File: config.mk
export PLATFORM = sky130hd
export DESIGN_NAME = mac_layer_sequencer
export DESIGN_NICKNAME = d
export VERILOG_FILES = /design/src/rtl/mac_layer_sequencer.sv
export SDC_FILE = /design/constraint.sdc
export NUM_CORES = 1
export LEC_CHECK = 0
export ABC_AREA = 1
export BUFFER_PORTS_ARGS = -buffer_cell sky130_fd_sc_hd__buf_2
export CORE_ASPECT_RATIO = 0.7
export CORE_UTILIZATION = 39
export CTS_CLUSTER_DIAMETER = 30
export DETAILED_ROUTE_END_ITERATION = 6
export PLACE_DENSITY = 0.75
export REMOVE_ABC_BUFFERS = 1
export SYNTH_ARGS = -nofsm -noshare
export SYNTH_HDL_FRONTEND = slang
export SYNTH_SLANG_ARGS = --single-unit
File: constraint.sdc
create_clock -name CLKEXT -period 1.3 [get_ports CLKEXT]
set_input_delay 0.195 -clock CLKEXT [delete_from_list [all_inputs] [get_ports CLKEXT]]
set_output_delay 0.195 -clock CLKEXT [all_outputs]
set_load 0.05 [all_outputs]
File: src/rtl/mac_layer_sequencer.sv
// Drives one MAC through a dense layer: bias load, N_IN weight/activation
// pairs per neuron, ReLU/requantise/saturate, then one output byte per neuron.
module mac_layer_sequencer #(
  parameter int N_IN  = 16,
  parameter int N_OUT = 8,
  parameter int WA_W  = 8,
  parameter int AA_W  = 4,
  parameter int OA_W  = 3,
  parameter int RELU  = 1
) (
  input  logic            CLKEXT,
  input  logic            reset,
  input  logic            start,
  output logic            busy,
  output logic            done,
  output logic [WA_W-1:0] w_addr,
  output logic [AA_W-1:0] a_addr,
  output logic [OA_W-1:0] b_addr,
  input  logic [7:0]      b_data,
  output logic            EN_MAC,
  output logic            RST_MAC,
  output logic [7:0]      BIAS_OUT,
  input  logic [15:0]     MAC_result,
  output logic            o_wr,
  output logic [OA_W-1:0] o_addr,
  output logic [7:0]      o_data
);

  typedef enum logic [2:0] {
    S_IDLE,
    S_BIAS,
    S_ACC,
    S_DRAIN,
    S_WRITE,
    S_DONE
  } state_t;

  localparam logic [AA_W-1:0] K_LAST = AA_W'(N_IN - 1);
  localparam logic [OA_W-1:0] J_LAST = OA_W'(N_OUT - 1);

  state_t          state_q, state_d;
  logic [OA_W-1:0] j_q, j_d;
  logic [AA_W-1:0] k_q, k_d;
  logic [WA_W-1:0] w_q, w_d;

  logic signed [15:0] shifted;
  logic        [7:0]  quant;

  always_ff @(posedge CLKEXT) begin
    if (reset) begin
      state_q <= S_IDLE;
      j_q     <= '0;
      k_q     <= '0;
      w_q     <= '0;
    end else begin
      state_q <= state_d;
      j_q     <= j_d;
      k_q     <= k_d;
      w_q     <= w_d;
    end
  end

  // w_q runs on through the whole layer: after a neuron's last ACC cycle it
  // already holds the next neuron's base address, so no multiply is needed.
  always_comb begin
    state_d = state_q;
    j_d     = j_q;
    k_d     = k_q;
    w_d     = w_q;
    case (state_q)
      S_IDLE: begin
        if (start) begin
          state_d = S_BIAS;
          j_d     = '0;
          k_d     = '0;
          w_d     = '0;
        end
      end
      S_BIAS: begin
        state_d = S_ACC;
        k_d     = '0;
      end
      S_ACC: begin
        w_d = w_q + WA_W'(1);
        if (k_q == K_LAST) begin
          k_d     = '0;
          state_d = S_DRAIN;
        end else begin
          k_d = k_q + AA_W'(1);
        end
      end
      S_DRAIN: state_d = S_WRITE;
      S_WRITE: begin
        if (j_q == J_LAST) begin
          state_d = S_DONE;
        end else begin
          j_d     = j_q + OA_W'(1);
          state_d = S_BIAS;
        end
      end
      S_DONE: begin
        state_d = S_IDLE;
        j_d     = '0;
        w_d     = '0;
      end
      default: state_d = S_IDLE;
    endcase
  end

  // Requantise Q.4 accumulator to int8 with optional ReLU.
  always_comb begin
    shifted = $signed(MAC_result) >>> 4;
    if ((RELU != 0) && shifted[15]) shifted = '0;
    if (shifted > 16'sd127)       quant = 8'h7F;
    else if (shifted < -16'sd128) quant = 8'h80;
    else                          quant = shifted[7:0];
  end

  always_comb begin
    busy     = (state_q != S_IDLE);
    done     = (state_q == S_DONE);
    EN_MAC   = (state_q == S_ACC) || (state_q == S_DRAIN);
    RST_MAC  = (state_q == S_ACC) && (k_q == '0);
    o_wr     = (state_q == S_WRITE);
    w_addr   = w_q;
    a_addr   = k_q;
    b_addr   = j_q;
    o_addr   = j_q;
    BIAS_OUT = b_data;
    o_data   = (state_q == S_WRITE) ? quant : '0;
  end

endmodule

# Word level (Yosys, flattened, before mapping)
# Cells that the tools add are included.
[op_classes]
add_sub_neg = 3
order_cmp = 2
eq_ne = 10
n_mux = 16
n_reduce_logical = 12
[ops]
columns = ["op", "n"]
rows = [
  ["$mux 8", 4],
  ["$pmux 8 s3", 1],
  ["$gt 16x8->1 const B", 1],
  ["$lt 16x8->1 const B", 1],
  ["$mux 3", 5],
  ["$pmux 3 s5", 1],
  ["$pmux 4 s3", 1],
  ["$reduce_bool 3->1", 4],
  ["$mux 11", 1],
  ["$eq 3x3->1 const B", 3],
  ["$pmux 3 s3", 1],
  ["$add 8x1->8 const B", 1],
  ["$mux 4", 2],
  ["$eq 3x2->1 const B", 2],
  ["$ne 2x2->1 const B", 3],
  ["$reduce_and 2->1", 3],
  ["$add 4x1->4 const B", 1],
  ["$eq 4x4->1 const B", 1],
  ["$logic_not 4->1", 1],
  ["$add 3x1->3 const B", 1],
  ["$eq 3x1->1 const B", 1],
  ["$logic_not 3->1", 1],
  ["$reduce_and 3->1", 1],
  ["$logic_and 1x1->1", 1],
  ["$logic_or 1x1->1", 1],
]
[word_totals]
register_bits = 18
inputBits = 27
elab_cells = 47

# Depth between registers and ports, before layout
[depth]
word_depth = 5
ltp_mapped = 7

# Least setup slack after synthesis
# Ideal clock, no wire load.
[synth_timing]
path_type = "reg2out"
start = "reg state_q[0]"
end = "out o_data[0]"
arrival_time_ns = 2.302
required_time_ns = 1.105
slack_ns = -1.197
stages_incl_launch_ff = 5
path_buffers = 1
path_cell_list = "dfxtp_1 -> buf_2 -> nor3_2 -> nand2_1 -> a21oi_1"
[synth_via]
elab_chain_cells = 2
[synth_rtl]
columns = ["item", "line_no", "source"]
rows = [
  ["from (decl)", "41", "state_t state_q, state_d;"],
  ["from (signal assigned)", "56", "state_q <= state_d;"],
  ["$eq 3x3->1", "-", ""],
  ["net o_wr", "24", "output logic o_wr,"],
  ["$mux 8", "130", "o_data = (state_q == S_WRITE) ? quant : '0;"],
  ["to (decl)", "26", "output logic [7:0] o_data"],
]
# The timed path passes the listed nets, and every way through them passes these cells.

# Final worst setup path
[layout_timing]
start = "reg state_q[2]"
end = "out o_data[5]"
[layout_via]
elab_chain_cells = 2
[layout_rtl]
columns = ["item", "line_no"]
rows = [
  ["$eq 3x3->1", "130"],
  ["$mux 8", "130"],
]
# Every way passes these cells.

==> results.py <==
metrics = {
    "cts": {
        "hold_buffers": 0,
        "clk_pin_slew_ns": 0.07,
        "ctsRootBufferMaster": "clkbuf_8",
        "clock_path_buffers": 2,
        "clkSinkCount": 18,
        "cts_made_buffers": 3,
        "htree_levels": 1,
        "clk_latency_ns": 0.25,
        "cts_tree": "built",
    },
    "setup_path": {
        "cp-startpoint": "state_q[2]",
        "cp-end-kind": "output pin",
        "slowest_delay_ns": 0.35,
        "slowest_stage": "dfxtp_2",
        "crit_type": "flop to output pin",
        "path_max_fanout": 7,
        "reg2reg_from": "state_q[1]",
        "crit_path_start_kind": "flop",
        "cp.required_ns": 1.11,
        "worstRegToRegCells": 8,
        "timing.rr.end": "b_addr[0]",
        "cp_data_arrival_time_ns": 1.39,
        "crit_end": "o_data[5]",
        "r2r_setup_slack_ns": -0.18,
        "worstPathCellList": "inv_2, nor3_4, nand2_4, a21oi_2, buf_6",
    },
    "grt": {
        "grt_pass1_vias": 1120,
        "globalRouteOverflowTotal": 0,
        "grt.total_usage": 0.2256,
        "grt_pass1_wl_mm": 5.223,
        "grt_max_degree": 11,
        "grt_antenna_before_repair": 0,
    },
    "power_and_ir_drop": {
        "comb_power_share": 0.455,
        "power.share.clock": 0.231,
        "total_power_mw": 2.048,
        "p_seq_frac": 0.314,
        "irDropWorstVdd_uv": 761.8,
        "p_per_area_mw_per_mm2": 1130,
        "internal_power_mw": 1.195,
        "p_sw_frac": 0.4163,
        "p_switching_mw": 0.8526,
        "leakagePower_nw": 0.8798,
    },
    "synth": {
        "synth_edf_count": 0,
        "synth-main-ff-cell": "dfxtp_1",
        "ys_top_cells_by_area": "dfxtp_1 (31%), nand2_1 (11%), a21oi_1 (9.8%)",
        "ys_types": 26,
        "syn_area_mm2": 0.001179,
        "avgSynthCellArea_um2": 6.735,
        "ys_warn_count": 0,
        "synth_common_cells": "nand2_1 (34), a21oi_1 (23), inv_1 (22)",
        "seq_area_frac_synth": 0.3057,
        "synth_seq_cells": 18,
        "synth_most_common_cell": "nand2_1",
        "yosysTopAreaCell": "dfxtp_1",
        "async_flop_share": 0,
        "synth.top_cell.area_share": 0.3057,
        "synthesis.instances": 175,
    },
    "cells_and_area": {
        "drive_above_1_share": 0.4612,
        "fillers": 230,
        "ff_latch_area_um2": 371.6,
        "n_antenna_cell": 0,
        "final_core_util": 0.6378,
        "multi_input_area_um2": 718.2,
        "post-route-cell-area_mm2": 0.001813,
        "syn_to_final_growth_pct": 53.82,
        "final_nets": 265,
    },
    "placed_design": {
        "gp_congestion": 0.7854,
        "io_buffers": 44,
        "post-dp-hpwl_mm": 2.337,
        "place_area_mm2": 0.001490,
    },
    "timing": {
        "fin_ws_ns": -0.2836,
        "min_period_ns": 1.584,
        "slew_violations": 0,
        "whs_ns": 0.1445,
        "grt_setup_unrepaired": "true",
        "clock-skew-final_ns": 0.0009225,
        "max_freq_mhz": 631.5,
        "hold_viol": 0,
        "period_share": 1.218,
        "finalSetupViolations": 20,
        "finalSetupTns_ns": -3.377,
    },
    "floorplanning": {
        "start_util": 0.4146,
        "die_height_um": 48.00,
        "coreArea_mm2": 0.002843,
        "io_pins": 66,
        "die_area_mm2": 0.003250,
        "die_w_um": 67.71,
        "core.rowCount": 16,
    },
    "outcome": {
        "outcome": "finished with violations",
        "violations": "negative setup slack",
    },
    "routing": {
        "drc": 0,
        "detailedRoute.firstIterationViolations": 120,
        "routed-via-count": 1375,
        "dr.pass1.iters": 4,
        "final_antenna_net_count": 0,
        "drt-total-wl_mm": 3.828,
        "wl_per_cell_um": 14.28,
        "vias_per_cell": 5.131,
    },
    "min_path": {
        "hold_class": "input port to flop",
    },
    "flow_run": {
        "drv_cap": 0,
    },
}
## layout by cell type, fill, tap and decap left out
| master | instances |
|---|---|
| nor3_1 | 1 |
| nand3_1 | 12 |
| dfxtp_4 | 2 |
| buf_2 | 32 |
| nand2_2 | 4 |
| nand2_1 | 29 |
| buf_6 | 17 |
| buf_4 | 17 |
| buf_8 | 3 |
| nand4_1 | 9 |
| conb_1 | 1 |
| a21oi_2 | 10 |
| and3_1 | 1 |
| nor3_4 | 1 |
| dfxtp_1 | 13 |
| nor2_1 | 10 |
| inv_2 | 3 |
| a21oi_1 | 12 |
| clkbuf_8 | 4 |
| nand3_2 | 4 |
| nand3b_1 | 1 |
| a21oi_4 | 1 |
| xnor2_1 | 1 |
| o21ai_0 | 4 |
| nor4_1 | 1 |
| o21ai_1 | 3 |
| inv_6 | 1 |
| ha_1 | 5 |
| nor2_4 | 2 |
| dfxtp_2 | 3 |
| nor4_4 | 1 |
| xor2_1 | 1 |
| inv_1 | 21 |
| nand2_4 | 2 |
## state kept, by name, indices dropped and copies added (netlist names)
register	count
b_addr	3
state_q	3
w_addr	8
a_addr	4
## power groups by stage
stage	combinational [mW]	sequential, mW	clock [mW]
floorplan	0.320	0.826	0
global placement	0.748	0.638	0
detailed placement	0.760	0.640	0
CTS	0.824	0.635	0.476
global route	0.985	0.649	0.497
finish	0.931	0.644	0.473
## metal layers
layer	routed length (um)	GRT usage	up-vias
met1	1665	0.2906	635
li1	-	-	679
met5	0	0	-
met3	292	0.08333	6
met2	1817	0.3644	55
met4	53	0.04681	0
## layout make-up
cell class	count	share of cell area
inverters	25	0.05452
flip-flops and latches	18	0.2050
repair buffers	69	0.2892
multi-input cells	116	0.3961
well taps	36	0.02484
clock buffers	4	0.03037
## critical path: cells and delay by family, from the launching register on
kind / cells / cell delay (ns)
buffers and inverters: 2 / 0.23
AO/OA/AOI/OAI: 1 / 0.18
AND/OR/NAND/NOR: 2 / 0.37
flip-flops: 1 / 0.35
## worst min path at each step
| stage | from | end | slack [ns] | depth (start not counted) |
|---|---|---|---|---|
| floorplan | reset | a_addr[1] | 0.26 | 1 |
| global placement | b_data[0] | BIAS_OUT[0] | 0.39 | 0 |
| detailed placement | b_data[0] | BIAS_OUT[0] | 0.39 | 0 |
| CTS | reset | b_addr[1] | 0.14 | 2 |
| global route | reset | b_addr[1] | 0.14 | 2 |
| finish | reset | b_addr[1] | 0.14 | 2 |
## cell families (layout without fill, tap and decap cells)
logic type      after synthesis  count (layout)  share of synthesized area
xor+xnor                      2               2                    0.01486
compound gates               30              30                     0.1274
buf+inv                      41              98                     0.1752
fa+ha+maj                     5               5                    0.05308
simple gates                 78              78                     0.3206
flops                        18              18                     0.3057
other cells                   1               1                   0.003182
## repair_timing
action | in CTS | in global routing
setup buffers | 3 | 2
pin swaps | 3 | 10
endpoints found under the setup margin | 16 | 27
gates resized for setup | 42 | 30
## per-stage QoR
| stage | std cells | worst slack (ns) |
|---|---|---|
| after floorplan | 159 | -1.249 |
| after global placement | 260 | -0.03685 |
| after global routing | 268 | -0.3361 |
| after detailed placement | 260 | -0.08337 |
| final | 268 | -0.2836 |
| after CTS | 267 | -0.2171 |
(Power assumes the default switching activity.)
